File: src/rtl/mem_wb_pkg.sv
// MEM->WB pipeline register shared types and default widths.
package mem_wb_pkg;

  localparam int unsigned DEFAULT_DATA_W     = 32;
  localparam int unsigned DEFAULT_REG_ADDR_W = 5;
  localparam int unsigned DEFAULT_ZERO_REG   = 0;

  // WB beat payload at the default widths
  typedef struct packed {
    logic [DEFAULT_DATA_W-1:0]     read_data;
    logic [DEFAULT_DATA_W-1:0]     alu_result;
    logic [DEFAULT_REG_ADDR_W-1:0] dest_reg;
    logic                          reg_write;
    logic                          mem_to_reg;
  } wb_payload_t;

endpackage : mem_wb_pkg

File: src/rtl/mem_wb_pipe_reg_skid.sv
// Generic one-entry skid buffer with registered output stage and registered s_ready_o.
// Only compiled when MEM_WB_SKID_EN is defined.
`ifdef MEM_WB_SKID_EN
module pipe_skid_buf #(
  parameter int unsigned WIDTH = 8
) (
  input  logic             clk,
  input  logic             rst_n,
  input  logic             flush_i,
  input  logic             s_valid_i,
  output logic             s_ready_o,
  input  logic [WIDTH-1:0] s_data_i,
  output logic             m_valid_o,
  input  logic             m_ready_i,
  output logic [WIDTH-1:0] m_data_o
);

  logic             m_valid_q, m_valid_d;
  logic             skid_valid_q, skid_valid_d;
  logic [WIDTH-1:0] m_data_q, m_data_d;
  logic [WIDTH-1:0] skid_q, skid_d;
  logic             accept;
  logic             out_free;

  assign s_ready_o = ~skid_valid_q;
  assign accept    = s_valid_i & ~skid_valid_q & ~flush_i;
  assign out_free  = ~m_valid_q | m_ready_i;
  assign m_valid_o = m_valid_q;
  assign m_data_o  = m_data_q;

  // Next state: skid drains first to keep order; a stalled accept parks in the skid
  always_comb begin
    m_valid_d    = m_valid_q;
    m_data_d     = m_data_q;
    skid_valid_d = skid_valid_q;
    skid_d       = skid_q;
    if (flush_i) begin
      m_valid_d    = 1'b0;
      skid_valid_d = 1'b0;
    end else if (out_free) begin
      if (skid_valid_q) begin
        m_data_d     = skid_q;
        m_valid_d    = 1'b1;
        skid_valid_d = 1'b0;
      end else if (accept) begin
        m_data_d  = s_data_i;
        m_valid_d = 1'b1;
      end else begin
        m_valid_d = 1'b0;
      end
    end else if (accept) begin
      skid_d       = s_data_i;
      skid_valid_d = 1'b1;
    end
  end

  // State registers
  always_ff @(posedge clk or negedge rst_n) begin
    if (!rst_n) begin
      m_valid_q    <= 1'b0;
      m_data_q     <= '0;
      skid_valid_q <= 1'b0;
      skid_q       <= '0;
    end else begin
      m_valid_q    <= m_valid_d;
      m_data_q     <= m_data_d;
      skid_valid_q <= skid_valid_d;
      skid_q       <= skid_d;
    end
  end

endmodule : pipe_skid_buf
`endif

File: src/rtl/mem_wb_pipe_reg.sv
// MEM->WB pipeline register with valid/ready stall, synchronous flush, $0 write
// suppression, internal WB data mux and a forwarding tap.
// Optional: define MEM_WB_SKID_EN for a one-entry skid buffer (registered in_ready).
module mem_wb_pipe_reg
  import mem_wb_pkg::*;
#(
  parameter int unsigned DATA_W     = DEFAULT_DATA_W,
  parameter int unsigned REG_ADDR_W = DEFAULT_REG_ADDR_W,
  parameter int unsigned ZERO_REG   = DEFAULT_ZERO_REG
) (
  input  logic                  clk,
  input  logic                  rst_n,
  input  logic                  flush,
  input  logic                  in_valid,
  output logic                  in_ready,
  input  logic [DATA_W-1:0]     in_read_data,
  input  logic [DATA_W-1:0]     in_alu_result,
  input  logic [REG_ADDR_W-1:0] in_dest_reg,
  input  logic                  in_reg_write,
  input  logic                  in_mem_to_reg,
  output logic                  out_valid,
  input  logic                  out_ready,
  output logic [DATA_W-1:0]     out_read_data,
  output logic [DATA_W-1:0]     out_alu_result,
  output logic [REG_ADDR_W-1:0] out_dest_reg,
  output logic                  out_reg_write,
  output logic                  out_mem_to_reg,
  output logic [DATA_W-1:0]     out_wb_data,
  output logic                  fwd_valid,
  output logic [REG_ADDR_W-1:0] fwd_reg,
  output logic [DATA_W-1:0]     fwd_data
);

  typedef struct packed {
    logic [DATA_W-1:0]     read_data;
    logic [DATA_W-1:0]     alu_result;
    logic [REG_ADDR_W-1:0] dest_reg;
    logic                  reg_write;
    logic                  mem_to_reg;
  } payload_t;

  localparam int unsigned PAY_W = $bits(payload_t);

  payload_t in_pay;
  payload_t out_pay;

  assign in_pay = '{read_data:  in_read_data,
                    alu_result: in_alu_result,
                    dest_reg:   in_dest_reg,
                    reg_write:  in_reg_write,
                    mem_to_reg: in_mem_to_reg};

`ifdef MEM_WB_SKID_EN
  logic             skid_ready;
  logic [PAY_W-1:0] out_pay_vec;

  pipe_skid_buf #(
    .WIDTH (PAY_W)
  ) u_skid (
    .clk       (clk),
    .rst_n     (rst_n),
    .flush_i   (flush),
    .s_valid_i (in_valid),
    .s_ready_o (skid_ready),
    .s_data_i  (PAY_W'(in_pay)),
    .m_valid_o (out_valid),
    .m_ready_i (out_ready),
    .m_data_o  (out_pay_vec)
  );

  assign in_ready = flush | skid_ready;
  assign out_pay  = payload_t'(out_pay_vec);
`else
  logic     valid_q, valid_d;
  payload_t pay_q, pay_d;
  logic     accept;

  assign in_ready  = flush | out_ready | ~valid_q;
  assign accept    = in_valid & in_ready & ~flush;
  assign out_valid = valid_q;
  assign out_pay   = pay_q;

  // Next state: flush wins, then load on accept, else drain when consumed
  always_comb begin
    valid_d = valid_q;
    pay_d   = pay_q;
    if (flush) begin
      valid_d = 1'b0;
    end else if (accept) begin
      pay_d   = in_pay;
      valid_d = 1'b1;
    end else if (out_ready) begin
      valid_d = 1'b0;
    end
  end

  // State registers
  always_ff @(posedge clk or negedge rst_n) begin
    if (!rst_n) begin
      valid_q <= 1'b0;
      pay_q   <= '0;
    end else begin
      valid_q <= valid_d;
      pay_q   <= pay_d;
    end
  end
`endif

  // WB mux, $0 gating and forwarding tap
  assign out_read_data  = out_pay.read_data;
  assign out_alu_result = out_pay.alu_result;
  assign out_dest_reg   = out_pay.dest_reg;
  assign out_mem_to_reg = out_pay.mem_to_reg;
  assign out_reg_write  = out_valid & out_pay.reg_write &
                          (out_pay.dest_reg != REG_ADDR_W'(ZERO_REG));
  assign out_wb_data    = out_pay.mem_to_reg ? out_pay.read_data : out_pay.alu_result;
  assign fwd_valid      = out_reg_write;
  assign fwd_reg        = out_dest_reg;
  assign fwd_data       = out_wb_data;

endmodule : mem_wb_pipe_reg

File: config.mk
export PLATFORM = sky130hd
export DESIGN_NAME = mem_wb_pipe_reg
export DESIGN_NICKNAME = d
export VERILOG_FILES = /design/src/rtl/mem_wb_pkg.sv /design/src/rtl/mem_wb_pipe_reg_skid.sv /design/src/rtl/mem_wb_pipe_reg.sv
export SDC_FILE = /design/constraint.sdc
export NUM_CORES = 1
export LEC_CHECK = 0
export ABC_CLOCK_PERIOD_IN_PS = 5100
export CORE_UTILIZATION = 42
export DETAILED_ROUTE_END_ITERATION = 7
export GPL_TIMING_DRIVEN = 1
export PLACE_DENSITY = 0.87
export SETUP_SLACK_MARGIN = 0.15
export SKIP_CTS_REPAIR_TIMING = 1
export SYNTH_ARGS = -nofsm -noshare
export SYNTH_HDL_FRONTEND = slang
export SYNTH_HIERARCHICAL = 1
export SYNTH_SLANG_ARGS = --single-unit
export TNS_END_PERCENT = 50
File: constraint.sdc
create_clock -name clk -period 5.1 [get_ports clk]
set_clock_uncertainty 0.15 [all_clocks]
set_input_delay 1.02 -clock clk [delete_from_list [all_inputs] [get_ports clk]]
set_output_delay 1.02 -clock clk [all_outputs]
set_load 0.005 [all_outputs]
==> results of run 1 <==
power breakdown:
part           total, mW  switching (mW)  internal (mW)
Clock              0.444           0.205          0.239
Combinational      0.821           0.234          0.587
Sequential         0.746          0.0755          0.670
Total               2.01           0.514           1.50
worst paths after layout:
check	end	slack, ns	from
setup / recovery	in_ready	1.74	out_ready
hold / removal	out_pay[1]$_DFFE_PN0P_	0.37	out_pay[1]$_DFFE_PN0P_
setup reg to reg	out_read_data[15]$_DFFE_PN0P_	3.08	out_valid$_DFFE_PN0P_
hold reg to reg	out_pay[1]$_DFFE_PN0P_	0.37	out_pay[1]$_DFFE_PN0P_
max in group asynchronous	out_read_data[26]$_DFFE_PN0P_	3.54	rst_n
min in group asynchronous	out_read_data[2]$_DFFE_PN0P_	0.67	rst_n
critical path: cells and delay by family:
kind          cells  cell delay, ns
buf+inv           3            1.06
simple gates      1            0.11
cells in the mapped netlist:
master / instances / area share (%)
a21oi_4: 1 / 0.41
buf_2: 3 / 0.38
buf_4: 107 / 20
buf_6: 7 / 2.0
clkbuf_1: 1 / 0.096
dfrtp_1: 72 / 46
inv_1: 1 / 0.096
mux2_2: 103 / 30
nand2_1: 1 / 0.096
nand2b_4: 1 / 0.35
nand3b_1: 1 / 0.19
o311a_1: 1 / 0.26
or3_1: 1 / 0.16
stage by stage:
stage / total power [mW] / utilization [%]
after floorplan: 1.228 / -
after global placement: 1.566 / 60.20
after detailed placement: 1.588 / 60.20
after CTS: 2.053 / 62.43
after global routing: 2.127 / 62.43
final: 2.011 / 62.43
cell families (layout without fill, tap and decap cells):
kind of cell           after synthesis  count (layout)  share of synthesized area [%]
muxes                              103             103                          29.56
AOI/OAI and AO/OA                    2               2                         0.6698
buffers and inverters              119             237                          23.05
DFF                                 72              72                          45.92
and+or+nand+nor                      4               4                         0.7972
layer usage:
metal  part of all wire [%]  vias to the layer above  global-route usage [%]
li1                       -                     1136                       -
met1                     38                     1213                   19.68
met2                     54                      124                   32.72
met3                    7.0                        8                   5.035
met4                    1.1                        0                   5.741
met5                      0                        -                       0
area by class of cell:
type	count	share of cell area [%]
Clock inverter	5	1.014
Inverter	1	0.06763
Sequential cell	72	32.46
Multi-Input combinational cell	109	21.93
Timing Repair Buffer	220	39.54
Clock buffer	11	2.547
Tap cell	108	2.435
==> summary.md, run 1 <==
| Metric | Value |
|---|---|
| Most common cell after layout, fill and taps aside | `clkdlybuf4s50_1` |
| Initial drt markers | `26` |
| Buffers on Ports | `218` |
| Period utilisation layout | `65.83%` |
| Max FO, Critical Path | `2` |
| Max-Cap Viols | `0` |
| Worst-Skew Late Latency | `0.32 ns` |
| Power density over cell area | `362.3 nW/um^2` |
| Placed cell areas | `5353 um^2` |
| Initial antenna violation count | `0` |
| CP max stage cell | `clkdlybuf4s50_1` |
| Synthesized flop and latch total | `72` |
| Die Y | `98.66 um` |
| GP Congestion | `0.6865` |
| Slew Limit Headroom | `38.38%` |
| Placed Instances | `510` |
| Drt pass-1 iters | `4` |
| Most frequent cells in the layout | `217 x clkdlybuf4s50_1, 103 x mux2_2, 72 x dfrtp_1` |
| Max Clk Rate | `297.9 MHz` |
| Fin worst setup slack | `1.743 ns` |
| Yosys warnings | `6` |
| Vias | `2481` |
| # setup viols final | `0` |
| N_diodes | `0` |
| CP endpoint kind | `output port` |
| Area of the die | `9733 um^2` |
| Max Buffers Root-to-Sink | `2` |
| CTS tree | `yes` |
| Peak VDD IR | `0.1719 mV` |
| Io pins | `219` |
| WS Path Type | `in2out` |
| DP HPWL | `6285 um` |
| Drc violations | `0` |
| Count of pins over their slew limit | `0` |
| Hold path depth | `1` |
| Via/cell ratio | `4.717` |
| Synthesized net count | `376` |
| First-pass GRT wire length | `13420 um` |
| Post-route design area | `5550 um^2` |
| Unique cell type count in the Yosys netlist | `13` |
| # clock sinks | `72` |
| Post-place setup slack | `1.739 ns` |
| Area Overhead vs Synth | `41.45%` |
| Core footprint | `8891 um^2` |
| Setup_tns | `0 ns` |
| Vias in the first global route | `2646` |
| Area of the multi-input gates | `1217 um^2` |
| Starting Density | `44.13%` |
| CTS clk-pin slew, worst paths | `0.07 ns` |
| Status | `finished, final reports clean` |
| Fin Hold WS | `0.3715 ns` |
| Final std cells w/o fill | `526` |
| Min-delay worst type | `reg2reg` |
| RSZ-0062 raised after global routing | `false` |
| DRT antenna net count | `0` |
| Crit path cell chain | `clkdlybuf4s50_1, inv_1, nand3b_1, clkdlybuf4s50_1` |
| Seq/Total Area, Yosys | `45.92%` |
| FP Rows | `34` |
| Crit-path max cell delay | `0.52 ns` |
| Syn_area_per_cell | `13.08 um^2` |
| H-tree Lvls | `3` |
| Final Hold Violating Endpoints | `0` |
| Reg2reg path depth | `3` |
| Synth Cell Area | `3924 um^2` |
| Final layout net count | `489` |
| Reg area | `1802 um^2` |
| Filler cells | `685` |
| Worst-Margin Slew | `0.9243 ns` |
| Arr. time, crit path | `2.19 ns` |
| Die outline width | `98.66 um` |
| Most frequent CP cell | `clkdlybuf4s50_1` |
| Largest net degree at the start of global routing | `73` |
| Final min period | `3.357 ns` |
| Req. time, crit path | `3.93 ns` |
| Cells after Synth | `300` |
| CTS Buf Count | `9` |
| Total track usage | `17.75%` |
| Share of layout cells above drive strength 1 | `29.43%` |
| Clock root buffer | `clkbuf_8` |
| Total gr overflow | `0` |
| Leak Pwr | `2.227 nW` |
| Critical path launch point type | `input pin` |
| Wire per inst | `16.19 um` |
| Post-Route WL | `8514 um` |
Note: power is estimated with default switching activity, not from simulation.
==> run 2, diff against run 1 <==
- ABC_CLOCK_PERIOD_IN_PS: 5100 -> 2800
- CORE_UTILIZATION: 42 -> 35
- PLACE_DENSITY: 0.87 -> 0.77
- clock period: 5.1 -> 2.8 ns (I/O delays scaled with it)
==> run 2 against run 1 <==
Sequential power increased by 82%. Cell count grew 6.1%. Sequential cell count unchanged. Design area increased by 1.2%. Critical path type is now reg2out. Largest cell class unchanged. Largest power group unchanged. Highest routed layer unchanged.
==> summary.md, run 2 (synthesis results as in run 1) <==
| Metric | Value |
|---|---|
| Status | `finished, final reports clean` |
| Most frequent cells in the layout | `216 x clkdlybuf4s50_1, 103 x mux2_2, 71 x dfrtp_1` |
| Largest net degree at the start of global routing | `73 (unchanged)` |
| Slew Limit Headroom | `40.04% (+1.7 points)` |
| Drt pass-1 iters | `3 (-1)` |
| CTS Buf Count | `9 (unchanged)` |
| DRT antenna net count | `0 (unchanged)` |
| Max Clk Rate | `382.9 MHz` |
| Die outline width | `107.9 um (+9.4%)` |
| Worst-Margin Slew | `0.8993 ns (-0.02499 ns)` |
| Power density over cell area | `654.5 nW/um^2 (+81%)` |
| Area Overhead vs Synth | `43.21%` |
| R2r setup slk | `1.13 ns (-1.95 ns)` |
| Post-Route WL | `8508 um (about the same)` |
| Worst-Skew Late Latency | `0.32 ns (about the same)` |
| Post-place setup slack | `0.3962 ns (-1.342 ns)` |
| Share of layout cells above drive strength 1 | `29.67% (+0.24 points)` |
| Setup_tns | `0 ns (unchanged)` |
| Origin of the critical flop-to-flop path | `out_valid$_DFFE_PN0P_` |
| Count of pins over their slew limit | `0 (unchanged)` |
| Final layout net count | `489 (unchanged)` |
| N_diodes | `0 (unchanged)` |
| DP HPWL | `6181 um (-1.7%)` |
| Reg-to-Reg End | `out_read_data[17]$_DFFE_PN0P_` |
| Die Y | `107.9 um (+9.4%)` |
| CP endpoint kind | `output port` |
| H-tree Lvls | `3 (unchanged)` |
| Area of the die | `11640 um^2 (+20%)` |
| Reg2reg path depth | `3 (unchanged)` |
| Clock root buffer | `clkbuf_8` |
| Total gr overflow | `0 (unchanged)` |
| Initial drt markers | `77 (+200%)` |
| FP Rows | `38 (+12%)` |
| CTS tree | `yes` |
| Leak Pwr | `2.250 nW (+1.0%)` |
| Peak VDD IR | `0.3143 mV (+83%)` |
| Final min period | `2.611 ns` |
| Starting Density | `36.04% (-8.1 points)` |
| Req. time, crit path | `2.09 ns (-1.84 ns)` |
| Period utilisation layout | `93.26%` |
| Vias | `2524 (+1.7%)` |
| WS Path Type | `reg2out` |
| Drc violations | `0 (unchanged)` |
| Max FO, Critical Path | `4 (+2)` |
| Core footprint | `10890 um^2 (+22%)` |
| RSZ-0062 raised after global routing | `true` |
| First-pass GRT wire length | `13530 um (+0.82%)` |
| GP Congestion | `0.7135 (+3.9%)` |
| Total track usage | `15.04% (-2.7 points)` |
| Io pins | `219 (unchanged)` |
| Fin worst setup slack | `0.1886 ns (-1.554 ns)` |
| Filler cells | `969 (+41%)` |
| Wire per inst | `15.25 um (-5.8%)` |
| Critical path launch point type | `flip-flop` |
| Via/cell ratio | `4.523 (-4.1%)` |
| Vias in the first global route | `2681 (+1.3%)` |
| Max Buffers Root-to-Sink | `2 (unchanged)` |
| # setup viols final | `0 (unchanged)` |
| Buffers on Ports | `218 (unchanged)` |
| # clock sinks | `72 (unchanged)` |
| Final Hold Violating Endpoints | `0 (unchanged)` |
| Arr. time, crit path | `1.90 ns (-0.29 ns)` |
| Initial antenna violation count | `0 (unchanged)` |
| Max-Cap Viols | `0 (unchanged)` |
| Most common cell after layout, fill and taps aside | `clkdlybuf4s50_1` |
| CTS clk-pin slew, worst paths | `0.08 ns (about the same)` |
| Min-delay worst type | `in2async` |
## run 2: cell count changes in the layout (fill, tap and decap cells not counted)
cell,previous run,this run
buf_12,0,2
buf_4,3,1
clkdlybuf4s50_1,217,216
dfrtp_1,72,71
dfrtp_2,0,1
dlymetal6s2s_1,0,1
## run 2: final cells by class
type / count / area [um^2] / area share (%)
Timing Repair Buffer: 220 / 2222 / 39.55
Sequential cell: 72 / 1803 / 32.09
Multi-Input combinational cell: 109 / 1217 / 21.67
Tap cell: 140 / 175.2 / 3.117
Clock buffer: 11 / 141.4 / 2.516
Clock inverter: 5 / 56.30 / 1.002
Inverter: 1 / 3.754 / 0.06680
## run 2: worst max-delay path: stages, from the launching register on
cell and delay (ns):
dfrtp_1 0.40, or3_1 0.39, o311a_1 0.32, clkdlybuf4s50_1 0.45
## run 2: worst max-delay path by stage
stage,start,to,slack [ns],cells after the start
after floorplan,out_mem_to_reg$_DFFE_PN0P_,out_wb_data[0],0.82,4
after global placement,flush,in_ready,0.39,3
after detailed placement,flush,in_ready,0.40,3
after CTS,fwd_reg[1]$_DFFE_PN0P_,fwd_valid,0.12,3
after global routing,fwd_reg[1]$_DFFE_PN0P_,out_reg_write,0.08,3
final,fwd_reg[1]$_DFFE_PN0P_,out_reg_write,0.19,3
## run 2: layer usage
metal / share of wire [%] / routed length (um) / vias up / track usage [%]
met4: 1.1 / 93 / 0 / 6.067
li1: - / - / 1134 / -
met3: 8.1 / 691 / 8 / 4.358
met1: 39 / 3355 / 1251 / 17.35
met5: 0 / 0 / - / 0
met2: 51 / 4366 / 131 / 26.01
## run 2: metrics by stage
| stage | std cells | utilization (%) | power (mW) | hold slack (ns) | cell area (um^2) |
|---|---|---|---|---|---|
| 6_report | 558 | 51.61 | 3.678 | 0.2081 | 5619 |
| 5_1_grt | 558 | 51.61 | 3.908 | 0.2608 | 5619 |
| 4_1_cts | 558 | 51.59 | 3.750 | 0.2212 | 5617 |
| 3_5_place_dp | 542 | 49.77 | 2.904 | 0.3595 | 5419 |
| 3_3_place_gp | 542 | 49.77 | 2.870 | 0.3546 | 5419 |
| 2_1_floorplan | 300 | - | 2.236 | 0.1144 | 3924 |
## run 2: report_power, final
part           total, mW  switching (mW)  leakage [nW]  internal [mW]
Sequential          1.36           0.140         0.845           1.22
Combinational       1.50           0.423          1.31           1.08
Clock              0.816           0.381        0.0993          0.435
Total               3.68           0.944          2.25           2.73
==> run 3, diff against run 2 <==
--- a/config.mk
+++ b/config.mk
@@ -9,5 +9,4 @@
 export CORE_UTILIZATION = 35
 export DETAILED_ROUTE_END_ITERATION = 7
-export GPL_TIMING_DRIVEN = 1
 export PLACE_DENSITY = 0.77
 export SETUP_SLACK_MARGIN = 0.15
==> constraint.sdc (replaced) <==
create_clock -name clk -period 2.8 [get_ports clk]
set_clock_uncertainty 0.15 [all_clocks]
set_input_delay 0.56 -clock clk [delete_from_list [all_inputs] [get_ports clk]]
set_output_delay 0.56 -clock clk [all_outputs]
set_load 0.02 [all_outputs]
==> run 3 against run 2 <==
First-iteration DRC count fell by 22%. Global-route usage fell by 0.60 points. Sequential power barely moved. Cell count rose by 0.18%. Via count fell by 1.8%.
==> summary.md, run 3 (synthesis results as in run 1) <==
| Metric | Value |
|---|---|
| Status | `finished, final reports clean` |
| Area of the die | `11640 um^2 (unchanged)` |
| CTS Buf Count | `9 (unchanged)` |
| Met3 WL post-DR | `684 um (-1.0%)` |
| Clock root buffer | `clkbuf_8` |
| DRT antenna net count | `0 (unchanged)` |
| Die outline width | `107.9 um (unchanged)` |
| Via/cell ratio | `4.435 (-2.0%)` |
| Max FO, Critical Path | `17 (+13)` |
| Buffers on Ports | `218 (unchanged)` |
| First-pass GRT wire length | `12900 um (-4.6%)` |
| Starting Density | `36.04% (unchanged)` |
| Highest Signal Layer | `met4` |
| WS Path Type | `reg2out` |
| Min-delay worst type | `in2async` |
| Origin of the critical flop-to-flop path | `out_valid$_DFFE_PN0P_` |
| Final Hold Violating Endpoints | `0 (unchanged)` |
| Die Y | `107.9 um (unchanged)` |
| Max-Cap Viols | `0 (unchanged)` |
| Worst-Margin Slew | `0.8869 ns (-0.01243 ns)` |
| Arr. time, crit path | `1.87 ns (-0.03 ns)` |
| Clk pwr share | `19.8% (-2.4 points)` |
| Vias in the first global route | `2559 (-4.6%)` |
| Req. time, crit path | `2.09 ns (about the same)` |
| Wl on met1 | `3534 um (+5.3%)` |
| Slew Limit Headroom | `40.87% (+0.83 points)` |
| Initial drt markers | `60 (-22%)` |
| Post-place setup slack | `0.2957 ns (-0.1005 ns)` |
| N_diodes | `0 (unchanged)` |
| Final min period | `2.576 ns (-0.03524 ns)` |
| CP endpoint kind | `output port` |
| Fin worst setup slack | `0.2239 ns (+0.03524 ns)` |
| # setup viols final | `0 (unchanged)` |
| Count of pins over their slew limit | `0 (unchanged)` |
| Period utilisation layout | `92.00% (-1.3 points)` |
| Most frequent cells in the layout | `212 x clkdlybuf4s50_1, 103 x mux2_2, 71 x dfrtp_1` |
| Critical path launch point type | `flip-flop` |
| Worst-Skew Late Latency | `0.33 ns (about the same)` |
| Crit-path max cell delay | `0.57 ns (+0.12 ns)` |
| Initial antenna violation count | `0 (unchanged)` |
| Met2 wire length | `4427 um (+1.4%)` |
| Io pins | `219 (unchanged)` |
| Drc violations | `0 (unchanged)` |
| Sw frac | `34.60% (+8.9 points)` |
| Part of the power in registers | `32.1% (-4.9 points)` |
| CTS tree | `yes` |
| Total track usage | `14.44% (-0.60 points)` |
| # clock sinks | `72 (unchanged)` |
| Max Buffers Root-to-Sink | `2 (unchanged)` |
| RSZ-0062 raised after global routing | `false` |
| CTS clk-pin slew, worst paths | `0.08 ns (about the same)` |
| Post-Route WL | `8731 um (+2.6%)` |
| Share of layout cells above drive strength 1 | `30.07% (+0.41 points)` |
| Most common cell after layout, fill and taps aside | `clkdlybuf4s50_1` |
| Reg2reg path depth | `3 (unchanged)` |
| DP HPWL | `6141 um (-0.65%)` |
| Drt pass-1 iters | `4 (+1)` |
| Logic pwr share | `48.0% (+7.2 points)` |
| Reg-to-Reg End | `out_alu_result[16]$_DFFE_PN0P_` |
| Max Clk Rate | `388.2 MHz (+1.4%)` |
| Core footprint | `10890 um^2 (unchanged)` |
| GP Congestion | `0.6850 (-4.0%)` |
| Total gr overflow | `0 (unchanged)` |
| CP max stage cell | `clkdlybuf4s50_1` |
| Leak Pwr | `2.309 nW (+2.6%)` |
| Net Switching | `1.468 mW (+56%)` |
| R2r setup slk | `1.13 ns (about the same)` |
| Largest net degree at the start of global routing | `73 (unchanged)` |
| Crit path cell chain | `buf_12, mux2_2, clkdlybuf4s50_1` |
| Peak VDD IR | `0.3230 mV (+2.8%)` |
| Power density over cell area | `749.4 nW/um^2 (+14%)` |
| Final layout net count | `490 (+0.20%)` |
| Area Overhead vs Synth | `44.32%` |
| Vias | `2479 (-1.8%)` |
| Setup_tns | `0 ns (unchanged)` |
| Pint | `2.775 mW (+1.5%)` |
| H-tree Lvls | `3 (unchanged)` |
| FP Rows | `38 (unchanged)` |
| Wire per inst | `15.62 um (+2.4%)` |
run 3: changes by cell type in the layout (fill, tap and decap cells not counted):
cell,previous run,this run
dlymetal6s2s_1,1,5
clkinvlp_4,1,2
clkdlybuf4s50_1,216,212
clkbuf_1,1,0
clkbuf_8,10,11
clkinv_4,1,0
clkbuf_16,0,1
run 3: power groups by stage:
stage	combinational [mW]	sequential [mW]	clock, mW
floorplan	1.44	1.34	0
global placement	2.02	1.37	0
detailed placement	2.04	1.38	0
CTS	2.05	1.36	0.878
global route	2.14	1.39	0.919
finish	2.04	1.36	0.842
run 3: cell type report:
type                    count  area, um^2
repair buffers            221        2257
fillers                   967        5225
flip-flops and latches     72        1803
multi-input cells         109        1217
well taps                 140       175.2
clock buffers              11       151.4
inverters                   1       3.754
clock inverters             5       55.05
run 3: worst max-delay path: cells and delay by family (launching register included):
family	cells	cell delay, ns
multiplexers	1	0.36
buffers and inverters	2	0.76
flip-flops	1	0.41
run 3: worst max path at each step:
stage / from / to / slack (ns) / cells past startpoint
2_1_floorplan: out_mem_to_reg$_DFFE_PN0P_ / out_wb_data[0] / 0.62 / 4
3_3_place_gp: out_ready / in_ready / 0.29 / 4
3_5_place_dp: flush / in_ready / 0.30 / 3
4_1_cts: fwd_reg[1]$_DFFE_PN0P_ / out_reg_write / 0.05 / 3
5_1_grt: out_mem_to_reg$_DFFE_PN0P_ / out_wb_data[25] / 0.15 / 3
6_report: out_mem_to_reg$_DFFE_PN0P_ / fwd_data[31] / 0.22 / 3
run 3: per-layer routing:
metal / GRT usage (%) / vias to the layer above
li1: - / 1132
met1: 17.07 / 1207
met2: 25.23 / 131
met3: 3.692 / 9
met4: 4.990 / 0
met5: 0 / -
run 3: through the flow:
| step | cells | hold WS (ns) | utilization [%] | instance area, um^2 | power (mW) |
|---|---|---|---|---|---|
| after floorplan | 300 | 0.1144 | - | 3924 | 2.779 |
| after global placement | 542 | 0.3577 | 49.77 | 5419 | 3.394 |
| after detailed placement | 542 | 0.3597 | 49.77 | 5419 | 3.425 |
| after CTS | 558 | 0.2201 | 51.67 | 5625 | 4.292 |
| after global routing | 559 | 0.2645 | 52.01 | 5663 | 4.458 |
| final | 559 | 0.1848 | 52.01 | 5663 | 4.244 |
